## src/rtl/fetch_pkg.sv

```systemverilog
`default_nettype none
// ============================================================================
// Module      : fetch_pkg
// Description : Shared types and constants for the instruction fetch stage.
//               Holds the fetch FSM state enum, mainMem access-size codes,
//               the burst length and the default program base address.
// Ports       : none (package)
// Revision    : 1.0 - initial release
// ============================================================================
package fetch_pkg;

  typedef enum logic [2:0] {
    S_IDLE   = 3'd0,
    S_REQ    = 3'd1,
    S_WAIT   = 3'd2,
    S_STREAM = 3'd3,
    S_DRAIN  = 3'd4
  } fetch_state_e;

  // mainMem access-size codes (words per burst: 1/4/8/16)
  localparam logic [1:0] ACC_1W  = 2'b00;
  localparam logic [1:0] ACC_4W  = 2'b01;
  localparam logic [1:0] ACC_8W  = 2'b10;
  localparam logic [1:0] ACC_16W = 2'b11;

  localparam int BURST_WORDS = 4;

  localparam logic [0:31] RESET_PC_DEFAULT = 32'h8002_0000;

endpackage
`default_nettype wire

```

## src/rtl/fetch_fifo.sv

```systemverilog
`default_nettype none
// ============================================================================
// Module      : fetch_fifo
// Description : Fetch buffer holding {pc, insn} pairs. Synchronous flush,
//               simultaneous push/pop (also when full), occupancy output.
//               Head data reads as zero while empty.
// Ports       : clk_i   - clock
//               rst_ni  - asynchronous active-low reset
//               flush_i - drop all entries (wins over push and pop)
//               push_i  - write data_i (caller guarantees space)
//               data_i  - entry to write
//               pop_i   - consume head entry (ignored when empty)
//               data_o  - head entry
//               empty_o - no entries held
//               count_o - number of entries held
// Revision    : 1.0 - initial release
// ============================================================================
module fetch_fifo #(
  parameter int DEPTH = 8,
  parameter int WIDTH = 64
) (
  input  logic                   clk_i,
  input  logic                   rst_ni,
  input  logic                   flush_i,
  input  logic                   push_i,
  input  logic [WIDTH-1:0]       data_i,
  input  logic                   pop_i,
  output logic [WIDTH-1:0]       data_o,
  output logic                   empty_o,
  output logic [$clog2(DEPTH):0] count_o
);

  localparam int AW = $clog2(DEPTH);
  localparam int CW = AW + 1;

  logic [WIDTH-1:0] mem_q [DEPTH];
  logic [AW-1:0]    wr_ptr_q;
  logic [AW-1:0]    rd_ptr_q;
  logic [CW-1:0]    count_q;
  logic             do_pop;

  assign empty_o = (count_q == '0);
  assign do_pop  = pop_i & ~empty_o;

  always_ff @(posedge clk_i or negedge rst_ni) begin
    if (!rst_ni) begin
      wr_ptr_q <= '0;
      rd_ptr_q <= '0;
      count_q  <= '0;
    end else if (flush_i) begin
      wr_ptr_q <= '0;
      rd_ptr_q <= '0;
      count_q  <= '0;
    end else begin
      if (push_i) wr_ptr_q <= wr_ptr_q + AW'(1);
      if (do_pop) rd_ptr_q <= rd_ptr_q + AW'(1);
      case ({push_i, do_pop})
        2'b10:   count_q <= count_q + CW'(1);
        2'b01:   count_q <= count_q - CW'(1);
        default: count_q <= count_q;
      endcase
    end
  end

  // Storage needs no reset: entries are only visible once counted.
  always_ff @(posedge clk_i) begin
    if (push_i && !flush_i) mem_q[wr_ptr_q] <= data_i;
  end

  assign data_o  = empty_o ? '0 : mem_q[rd_ptr_q];
  assign count_o = count_q;

endmodule
`default_nettype wire

```

## src/rtl/insn_fetch_unit.sv

```systemverilog
`default_nettype none
// ============================================================================
// Module      : insn_fetch_unit
// Description : Instruction fetch stage in front of mainMem. Owns the PC,
//               issues 4-word burst reads, buffers {pc, word} pairs and
//               hands them to decode over valid/ready. A redirect flushes
//               buffered and in-flight words and restarts at the new PC.
//               Big-endian [0:31] bit order throughout.
// Ports       : clock_i          - clock (posedge)
//               reset_n_i        - asynchronous active-low reset
//               mem_addr_o       - burst start address
//               mem_data_in_o    - write data, always zero
//               mem_data_out_i   - read data from mainMem
//               mem_acc_size_o   - access size, fixed 4-word burst
//               mem_wren_o       - write enable, always zero
//               mem_enable_o     - high from request through last burst word
//               mem_busy_i       - mainMem cannot accept a request
//               redirect_valid_i - restart fetch at redirect_pc_i
//               redirect_pc_i    - new PC (two LSBs ignored)
//               insn_valid_o     - insn_o/insn_pc_o valid
//               insn_ready_i     - decode accepts the word
//               insn_o           - instruction word
//               insn_pc_o        - address of insn_o
// Revision    : 1.0 - initial release
// ============================================================================
module insn_fetch_unit
  import fetch_pkg::*;
#(
  parameter logic [0:31] RESET_PC     = RESET_PC_DEFAULT,
  parameter int          READ_LATENCY = 2,   // must be >= 2
  parameter int          FIFO_DEPTH   = 8    // power of 2, >= 4
) (
  input  logic        clock_i,
  input  logic        reset_n_i,
  output logic [0:31] mem_addr_o,
  output logic [0:31] mem_data_in_o,
  input  logic [0:31] mem_data_out_i,
  output logic [1:0]  mem_acc_size_o,
  output logic        mem_wren_o,
  output logic        mem_enable_o,
  input  logic        mem_busy_i,
  input  logic        redirect_valid_i,
  input  logic [0:31] redirect_pc_i,
  output logic        insn_valid_o,
  input  logic        insn_ready_i,
  output logic [0:31] insn_o,
  output logic [0:31] insn_pc_o
);

  localparam int CW = $clog2(FIFO_DEPTH) + 1;
  localparam int LW = $clog2(READ_LATENCY) + 1;
  localparam int DW = $clog2(READ_LATENCY + BURST_WORDS) + 1;

  // Last value of the latency counter before streaming starts.
  localparam logic [LW-1:0] LAT_LAST = LW'(READ_LATENCY - 2);
  // Highest fill level that still leaves room for a whole burst.
  localparam logic [CW:0]   FILL_MAX = (CW + 1)'(FIFO_DEPTH - BURST_WORDS);

  fetch_state_e  state_q, state_d;
  logic [0:31]   pc_q, pc_d;
  logic [0:31]   addr_q, addr_d;
  logic [LW-1:0] lat_q, lat_d;
  logic [1:0]    beat_q, beat_d;
  logic [DW-1:0] drain_q, drain_d;

  logic          push;
  logic          fifo_empty;
  logic [CW-1:0] fifo_count;
  logic [CW:0]   fill;
  logic          room;
  logic [63:0]   fifo_head;

  // Fill level after this cycle's push (pops are not credited), so a new
  // burst is only started when all four of its words are guaranteed space.
  assign fill = {1'b0, fifo_count} + {{CW{1'b0}}, (state_q == S_STREAM)};
  assign room = (fill <= FILL_MAX);

  always_ff @(posedge clock_i or negedge reset_n_i) begin
    if (!reset_n_i) begin
      state_q <= S_IDLE;
      pc_q    <= RESET_PC;
      addr_q  <= '0;
      lat_q   <= '0;
      beat_q  <= '0;
      drain_q <= '0;
    end else begin
      state_q <= state_d;
      pc_q    <= pc_d;
      addr_q  <= addr_d;
      lat_q   <= lat_d;
      beat_q  <= beat_d;
      drain_q <= drain_d;
    end
  end

  always_comb begin
    state_d      = state_q;
    pc_d         = pc_q;
    addr_d       = addr_q;
    lat_d        = lat_q;
    beat_d       = beat_q;
    drain_d      = drain_q;
    push         = 1'b0;
    mem_enable_o = 1'b0;

    case (state_q)
      S_IDLE: begin
        if (room) state_d = S_REQ;
      end
      S_REQ: begin
        // Suppress the request while redirecting so mainMem never
        // accepts the stale address.
        mem_enable_o = ~redirect_valid_i;
        if (!mem_busy_i && !redirect_valid_i) begin
          state_d = S_WAIT;
          addr_d  = pc_q;
          lat_d   = '0;
        end
      end
      S_WAIT: begin
        mem_enable_o = 1'b1;
        if (lat_q == LAT_LAST) begin
          state_d = S_STREAM;
          beat_d  = 2'd0;
        end else begin
          lat_d = lat_q + LW'(1);
        end
      end
      S_STREAM: begin
        mem_enable_o = 1'b1;
        push         = 1'b1;
        pc_d         = pc_q + 32'd4;
        beat_d       = beat_q + 2'd1;
        if (beat_q == 2'd3) state_d = room ? S_REQ : S_IDLE;
      end
      S_DRAIN: begin
        mem_enable_o = 1'b1;
        drain_d      = drain_q - DW'(1);
        if (drain_q == DW'(1)) state_d = S_REQ;
      end
      default: begin
        state_d = S_IDLE;
      end
    endcase

    if (redirect_valid_i) begin
      push = 1'b0;
      pc_d = redirect_pc_i & 32'hFFFF_FFFC;
      case (state_q)
        S_IDLE, S_REQ: state_d = S_REQ;
        S_WAIT: begin
          // Remaining latency cycles plus the whole burst still to come.
          state_d = S_DRAIN;
          drain_d = DW'(LAT_LAST) - DW'(lat_q) + DW'(BURST_WORDS);
        end
        S_STREAM: begin
          // On the last beat the burst is already complete.
          if (beat_q == 2'd3) begin
            state_d = S_REQ;
          end else begin
            state_d = S_DRAIN;
            drain_d = DW'(2'd3 - beat_q);
          end
        end
        default: ;  // DRAIN keeps counting out the burst
      endcase
    end
  end

  fetch_fifo #(
    .DEPTH (FIFO_DEPTH),
    .WIDTH (64)
  ) u_fifo (
    .clk_i   (clock_i),
    .rst_ni  (reset_n_i),
    .flush_i (redirect_valid_i),
    .push_i  (push),
    .data_i  ({pc_q, mem_data_out_i}),
    .pop_i   (insn_valid_o & insn_ready_i),
    .data_o  (fifo_head),
    .empty_o (fifo_empty),
    .count_o (fifo_count)
  );

  assign insn_valid_o   = ~fifo_empty;
  assign insn_pc_o      = fifo_head[63:32];
  assign insn_o         = fifo_head[31:0];
  // During REQ the live PC is presented so a redirect re-targets a request
  // held off by mem_busy_i; afterwards the accepted burst address is held.
  assign mem_addr_o     = (state_q == S_REQ) ? pc_q : addr_q;
  assign mem_data_in_o  = '0;
  assign mem_acc_size_o = ACC_4W;
  assign mem_wren_o     = 1'b0;

endmodule
`default_nettype wire

```

## config.mk

```make
export PLATFORM = sky130hd
export DESIGN_NAME = insn_fetch_unit
export DESIGN_NICKNAME = d
export VERILOG_FILES = /design/src/rtl/fetch_pkg.sv /design/src/rtl/fetch_fifo.sv /design/src/rtl/insn_fetch_unit.sv
export SDC_FILE = /design/constraint.sdc
export NUM_CORES = 1
export LEC_CHECK = 0
export ABC_AREA = 1
export BUFFER_PORTS_ARGS = -buffer_cell sky130_fd_sc_hd__buf_2
export CAP_MARGIN = 20
export CORE_UTILIZATION = 53
export CTS_CLUSTER_SIZE = 12
export DETAILED_ROUTE_END_ITERATION = 8
export HOLD_SLACK_MARGIN = 0.1
export PLACE_DENSITY = 0.69
export SETUP_SLACK_MARGIN = 0.1
export SYNTH_ARGS = -nofsm -noshare
export SYNTH_HDL_FRONTEND = slang
export SYNTH_HIERARCHICAL = 1
export SYNTH_SLANG_ARGS = --single-unit
```

## constraint.sdc

```tcl
create_clock -name clock_i -period 5.7 [get_ports clock_i]
set_clock_uncertainty 0.15 [all_clocks]
set_input_delay 0.285 -clock clock_i [delete_from_list [all_inputs] [get_ports clock_i]]
set_output_delay 0.285 -clock clock_i [all_outputs]
set_load 0.01 [all_outputs]
```

==> summary.md, run 1 <==
The fraction of final layout cells sized beyond drive strength 1 came out at 0.116. The cell-internal power is 7310 µW. The first routing iteration left 1511 violations.

The part of the total power dissipated in combinational logic is 0.096. Detailed placement finished with a half-perimeter wire length of 31800 µm. The die outline area is 48200 µm².

For the worst setup timing slack at the placement stage, the log shows 2080 ps. The switching fraction of total power was 0.242. After detailed routing, the average wire length per cell comes to 19.0 µm. The synthesized design contains 512 enable-type register cells. The type of the most critical hold path was in2reg.

The tools report the minimum setup slack in the final design as 1570 ps. The worst setup path is launched from a flip-flop. Startpoint of the worst setup timing path: u_fifo/rd_ptr_q[1].

Setup repair after global routing left no endpoint under its margin. The count of distinct cell types in the synthesized netlist is 37, and the die span in y is 219 µm. The first global-routing pass estimated 90800 µm of wire.

The primary flip-flop cell chosen by synthesis mapping is edfxtp_1. The critical path contains buffers and inverters numbering 3 combined. During synthesis, Yosys emitted a total of 6 warnings. The detail route stage leaves a number of antenna-violating nets equal to 0. DRC violation count after routing: 0. The signal on the critical path passes through inv_6 -> buf_4 -> o21ai_1 -> o22ai_1 -> o21ai_1 -> a31oi_1 -> buf_2.

Area added between synthesis and finish: 14.5%. The cell with the largest stage delay on the worst path is dfrtp_4. Total number of placement rows: 79.

On the worst path, the slowest cell contributes a delay of 780 ps. The final cycle utilization of the critical path works out to 0.724. The number of endpoints with negative hold slack in the final report came out at 0. The number of H-tree levels was 2; the worst slew margin relative to its limit was 0.265.

The tools report the initial antenna violation count as 0. The number of port buffers is 162. The number of nets in the layout is 2515. The via count of the first global-routing pass was 16800. In this run the worst path has a maximum fanout of 101.

TritonCTS built the clock tree. Buffers inserted during clock tree synthesis total 60. Global routing finished with a remaining overflow of 0.

The routed design has 58600 µm of wire. The fraction of registers with async set/reset was 0.137; the register-to-register setup slack was 2080 ps. In this run the critical register-to-register path is launched from state_q[2]. The tools report the starting utilization of the core area as 0.538. The synthesized design contains 593 register bits. Setup violations remaining at the end of the flow were counted as 0. The worst hold path depth is 4. Path length in cells of the critical path: 7. The data arrival time at the worst-slack endpoint came out at 3690 ps.

The post-synthesis sequential area ratio is 0.694, and the power density over cell area is 336 nW/µm². Entering global routing, the biggest net connects 133 pins. Maximum VDD drop: 0.422 mV.

Summed over all failing endpoints, the final setup total negative slack is 0 ps. Hold timing on the final database bottoms out at a slack of 297 ps. The data required time at the worst endpoint is 5270 ps, and the number of vias per cell is 5.59. Clock tree root driver cell: clkbuf_16.

The later pin in the worst-skew pair is clocked with a latency of 610 ps. By instance count, the cell type seen most on the critical path is o21ai_1. At the pin with the least slew margin, the transition time is 1100 ps. 202 I/O pins were placed. The overall fraction of global-route tracks in use came out at 0.245. The endpoint identified for the worst register-to-register timing path is u_fifo/mem_q[1][41]. Category of cells accounting for the largest share of critical-path delay: buffers and inverters. The horizontal die dimension was 219 µm; the max-slew violation total from the final report was 0. The logs give 0 for the number of post-CTS setup repair buffers and 0.534 for the sequential group share of total power.

The synthesized instance count came out at 2231. In this run the power spent charging and discharging nets is 2330 µW. The tree built by TritonCTS fans out to 593 sinks. For the total power, the log shows 9650 µW. The worst-case reg-to-reg path depth is 10, and the leakage power figure is 0.0106 µW. After clock tree synthesis, the clock-pin slew on the worst setup and hold paths is 60 ps.

In this run the mean area of a mapped cell was 11.2 µm². The tools report the first-pass iteration count of the detailed router as 6. The worst hold path terminates at pc_q[27]. At the end of routability-driven placement, the weighted congestion stood at 0.906. The beginning of the worst hold path was redirect_pc_i[27].

For the clock share of power, the log shows 0.370. Across all layers, the routed design uses 17300 vias. The tools report the endpoint kind of the worst setup timing path as an output pin. The run finished with clean final reports. The fmax is 242 MHz. The critical setup path kind was reg2out. The max-cap check violation count is 0, and the summed instance area of the synthesized netlist is 25100 µm².

The final critical path time including I/O delays and setup was 4130 ps; the core outline area was 46600 µm². The longest clock path from root to sink contains 3 buffers.
-- logic make-up after synthesis --
family                     count (synthesis)  share of synthesized area
DFF                                      593                      0.694
and+or+nand+nor                          779                      0.121
buffers and inverters                    257                     0.0511
xor gates and xnor gates                  11                    0.00384
adders and majority gates                 11                    0.00549
AOI/OAI and AO/OA                        578                      0.123
other                                      2                   0.000300
-- cell usage after synthesis, types with 2 or more instances --
library cell | n | share of area
a21oi_1 | 5 | 0.0010
a31oi_1 | 66 | 0.016
buf_1 | 17 | 0.0025
buf_2 | 15 | 0.0030
buf_4 | 64 | 0.019
buf_6 | 7 | 0.0031
clkbuf_1 | 57 | 0.0085
clkbuf_2 | 3 | 0.00060
conb_1 | 2 | 0.00030
dfrtp_1 | 79 | 0.079
dfstp_2 | 2 | 0.0021
edfxtp_1 | 512 | 0.61
ha_1 | 11 | 0.0055
inv_1 | 88 | 0.013
inv_2 | 6 | 0.00090
nand2_1 | 265 | 0.040
nand2_2 | 5 | 0.0012
nand3_1 | 34 | 0.0068
nand4_1 | 6 | 0.0015
nor2_1 | 457 | 0.068
nor2_2 | 4 | 0.0010
nor2_4 | 3 | 0.0013
nor3_1 | 2 | 0.00040
o211ai_1 | 2 | 0.00060
o21ai_0 | 306 | 0.061
o21ai_1 | 123 | 0.025
o21bai_1 | 4 | 0.0012
o221ai_1 | 3 | 0.0010
o22ai_1 | 66 | 0.016
xor2_1 | 10 | 0.0035
-- state kept, by name, indices dropped and copies added (netlist names) --
| signal | flops |
|---|---|
| state_q | 3 |
| lat_q | 2 |
| beat_q | 2 |
| addr_q | 30 |
| drain_q | 4 |
| u_fifo/rd_ptr_q | 3 |
| u_fifo/mem_q | 512 |
| u_fifo/wr_ptr_q | 3 |
| pc_q | 30 |
| u_fifo/count_o | 4 |
-- area by class of cell --
type	count	area, µm²
antenna	2	5.00
multi-input combinational	1432	6630
fill	3590	17900
inverter	94	365
clock buffer	82	1590
tap	607	759
sequential	593	17400
clock inverter	21	160
timing repair buffer	254	1760
-- tightest hold or removal path: stages --
cell and delay (ps):
dlygate4sd3_1 520, buf_2 100, nand2_1 50, o221ai_1 60
-- stage by stage --
step                cells   util  area, µm²
floorplan            2282      -      25300
global placement     2909  0.563      26200
detailed placement   2909  0.563      26200
CTS                  3083  0.616      28700
global route         3083  0.616      28700
finish               3085  0.616      28700
-- worst max-delay path by stage --
stage	end	slack (ps)
floorplan	u_fifo/mem_q[0][0]	980
global placement	u_fifo/mem_q[1][29]	2160
detailed placement	u_fifo/mem_q[1][40]	2080
CTS	insn_pc_o[14]	1560
global route	insn_pc_o[14]	1480
finish	insn_pc_o[14]	1570
-- cells in the final DEF (no fill, tap or decap), types with 3 or more instances in the layout --
| cell type | count |
|---|---|
| nor2_1 | 449 |
| nor2_2 | 4 |
| conb_1 | 53 |
| dfrtp_1 | 77 |
| xor2_1 | 10 |
| buf_12 | 6 |
| clkbuf_16 | 60 |
| nand3_1 | 34 |
| clkbuf_1 | 21 |
| o22ai_1 | 66 |
| clkinv_1 | 10 |
| o21ai_0 | 306 |
| dlygate4sd3_1 | 71 |
| nor2_4 | 11 |
| nand4_1 | 6 |
| buf_4 | 16 |
| inv_2 | 3 |
| inv_6 | 3 |
| ha_1 | 11 |
| edfxtp_1 | 512 |
| nand2_2 | 6 |
| buf_2 | 161 |
| o21bai_1 | 4 |
| o221ai_1 | 3 |
| inv_1 | 88 |
| a31oi_1 | 66 |
| o21ai_1 | 123 |
| clkinv_2 | 6 |
| nand2_1 | 264 |
| a21oi_1 | 5 |
-- routing by layer --
| metal | wire [µm] | GRT usage |
|---|---|---|
| met5 | 0 | 0 |
| met3 | 3610 | 0.0330 |
| met4 | 1540 | 0.0866 |
| met1 | 25200 | 0.336 |
| met2 | 28300 | 0.403 |
-- power by group through the flow --
stage	Sequential, µW	Combinational (µW)	Clock [µW]
floorplan	5170	581	0
global placement	5230	847	0
detailed placement	5240	869	0
CTS	5150	920	3640
global route	5190	1050	3780
finish	5160	922	3570
-- what timing repair did --
item,4_1_cts,5_1_grt
hold endpoints to repair,370,0
resized for setup,0,0
endpoints found under the setup margin,0,0
hold buffers,71,0
Power figures use the tool's default switching activity.
==> run 2: changes to the inputs <==
==> constraint.sdc (replaced) <==
create_clock -name clock_i -period 4 [get_ports clock_i]
set_clock_uncertainty 0.15 [all_clocks]
set_input_delay 0.2 -clock clock_i [delete_from_list [all_inputs] [get_ports clock_i]]
set_output_delay 0.2 -clock clock_i [all_outputs]
set_load 0.01 [all_outputs]
==> run 2 against run 1 <==
  * Worst hold slack worse by 62 ps
  * Clock-buffer cell count down 2
  * Sequential power increased by 42%
  * Final cell count rose by 0.81%
  * Wire length increased by 1.5%
  * Largest cell class unchanged
  * Sequential share of layout area down 0.88 points
  * Register-to-register slack worse by 1200 ps
  * Critical path depth stayed put
  * Power grew 45%
==> summary.md, run 2 (same netlist as run 1, synthesis figures left out) <==
The run gives 593 (unchanged) as the clock sink count. The average wire length per cell after detail routing was 19.2 µm (+0.73%); the antenna cell count was 0 (-2). The initial antenna violation count was 0 (unchanged). Type of the most critical hold path: in2reg. The number of vias per cell is 5.61 (+0.35%). Compared with the post-synthesis result, the final layout area differs by 16.1%. The number of endpoints with negative hold slack in the final report was 0 (unchanged); the minimum setup slack in the final design was 499 ps (-1070 ps).

Post-route core utilization: 0.625 (+0.00911). The run finished with clean final reports. The number of top-level pins is 202 (unchanged). The tools report the clock tree root driver cell as clkbuf_16. The data arrival time at the worst-slack endpoint is 3150 ps (-540 ps), and the horizontal die dimension is 219 µm (unchanged). DRC violation count after routing: 0 (unchanged). The highest layer touched by signal routing is met4.

The overall overflow remaining after global route was 0 (unchanged). The max-slew violation total from the final report is 0 (unchanged), and the clock transition at the registers of the reported paths is 60 ps (about the same). Critical path startpoint category: a flip-flop. The total number of placement rows was 79 (unchanged). The flip-flop count of the largest register after layout came out at 512 (unchanged).

Maximum clock path buffer count: 3 (unchanged). The clock latency of the later-clocked register in the worst-skew pair is 620 ps (about the same), and the last weighted congestion value of the routability-driven placer is 0.869 (-4.1%). The run gives 0 (unchanged) as the final setup violation count.

The switching fraction of total power was 0.241 (-0.000794); the fraction of final layout cells sized beyond drive strength 1 was 0.123 (+0.00634). Setup repair after global routing left no endpoint under its margin. The die span in y came out at 219 µm (unchanged). The tools report the detailed-placement wirelength estimate as 32700 µm (+2.8%).

The die outline area came out at 48200 µm² (unchanged). The part of the total power dissipated in combinational logic was 0.097 (about the same). The tools report the violation count after the first detailed-routing iteration as 1644 (+8.8%). u_fifo/mem_q holds more flip-flops than any other register. The library cell used most frequently in the layout, excluding fill and tap cells, is edfxtp_1.

The final cycle utilization of the critical path is 0.875, and the data required time at the worst endpoint is 3650 ps (-1620 ps). Number of port buffers: 162 (unchanged). The setup total negative slack is 0 ps (unchanged). Switching power of the nets: 3360 µW (+44%). In the final layout, the registers with the most flip-flops are u_fifo/mem_q x512, addr_q x30, pc_q x30. The max-cap check violation count was 0 (unchanged); the wire length on met3 was 3980 µm (+10%). The sequential group share of total power was 0.527 (-0.007). The final critical path time including I/O delays and setup is 3500 ps, and the via count of the first global-routing pass is 17100 (+1.6%).

Power density over cell area: 479 nW/µm² (+42%). The setup path with the least slack is of type reg2out. The TritonCTS buffer count came out at 60 (unchanged). STA classifies the critical path endpoint as an output pin. The core outline area is 46600 µm² (unchanged). For the first-pass iteration count of the detailed router, the log shows 5 (-1). The number of nets in the layout was 2544 (+1.2%); the clock share of power was 0.376 (+0.006). The largest fanout on the critical path works out to 72 (-29%).

The number of H-tree levels was 2 (unchanged); the routed metal-1 wirelength was 25200 µm (-0.12%). Wire length of the first global-routing pass: 92300 µm (+1.7%). The number of fill cells in the layout is 3563 (-0.75%). TritonCTS built the clock tree.

The aggregate routed wire length is 59600 µm (+1.5%), and the worst setup timing slack at the placement stage is 1150 ps (-932 ps). The logs give 10600 µW (+45%) for the cell-internal power and 0.0108 µW (+2.0%) for the leakage power figure. The tools report the overall fraction of global-route tracks in use as 0.249 (+0.00401).

Number of post-CTS setup repair buffers: 0 (unchanged). The run gives 29000 µm (+2.3%) as the met2 wire length. The number of nets with antenna violations after detailed routing was 0 (unchanged); the via total after detailed routing was 17500 (+1.2%). In the layout the commonest cells are edfxtp_1, nor2_1, o21ai_0, nand2_1, buf_2. The run gives 93 (-30%) as the maximum number of pins on one net before global-route repair. The worst slew margin relative to its limit was 0.303 (+0.0377); the starting utilization of the core area was 0.538 (unchanged). The actual transition at the worst max-transition pin was 1040 ps (-60.3 ps); the maximum VDD drop was 0.402 mV (-4.6%).

Derived from the worst setup path, the maximum achievable clock frequency is 286 MHz. Register-to-register setup slack: 890 ps (-1190 ps).
run 2: worst max-delay path, cell delays in order (launching register included):
cell     delay [ps]
dfrtp_4         780
inv_6           380
buf_12          320
nor2_1           70
o22ai_1         180
o21ai_1          70
a31oi_1         450
buf_2           240
run 2: path summary, 6_finish.rpt:
path,startpoint,to,depth (start not counted)
min in group asynchronous,reset_n_i,addr_q[1],3
max reg2reg,state_q[2],state_q[0],13
min,redirect_pc_i[29],pc_q[29],4
max in group asynchronous,reset_n_i,pc_q[14],4
max,u_fifo/rd_ptr_q[0],insn_pc_o[13],7
min reg2reg,addr_q[27],addr_q[27],2
run 2: stage by stage:
| stage | cells | power (µW) | hold slack [ps] | instance area [µm²] |
|---|---|---|---|---|
| after CTS | 3108 | 14000 | 186 | 29100 |
| after detailed placement | 2923 | 8720 | 276 | 26400 |
| after floorplan | 2282 | 8190 | -246 | 25300 |
| final | 3110 | 14000 | 234 | 29100 |
| after global placement | 2923 | 8660 | 271 | 26400 |
| after global routing | 3110 | 14500 | 239 | 29100 |
run 2: what timing repair did:
action	4_1_cts	5_1_grt
gates resized for setup	0	0
hold endpoints to repair	371	15
hold buffers	84	1
run 2: metal layers:
layer  GRT usage  vias to the layer above
met3      0.0407                      101
met5           0                        -
met1       0.338                     8495
met2       0.411                      617
met4      0.0808                        0
li1            -                     8247
run 2: power by group through the flow:
stage | clock, µW | combinational, µW | sequential [µW]
after CTS | 5330 | 1340 | 7340
after global placement | 0 | 1220 | 7450
after detailed placement | 0 | 1250 | 7470
after floorplan | 0 | 828 | 7360
final | 5240 | 1350 | 7350
after global routing | 5560 | 1530 | 7390
run 2: cell type report:
cell class	instances	area (µm²)	area share
flip-flops and latches	593	17400	0.598
multi-input cells	1432	6630	0.228
repair buffers	283	2130	0.0732
clock buffers	80	1640	0.0563
well taps	607	759	0.0261
inverters	94	363	0.0125
clock inverters	21	175	0.00602
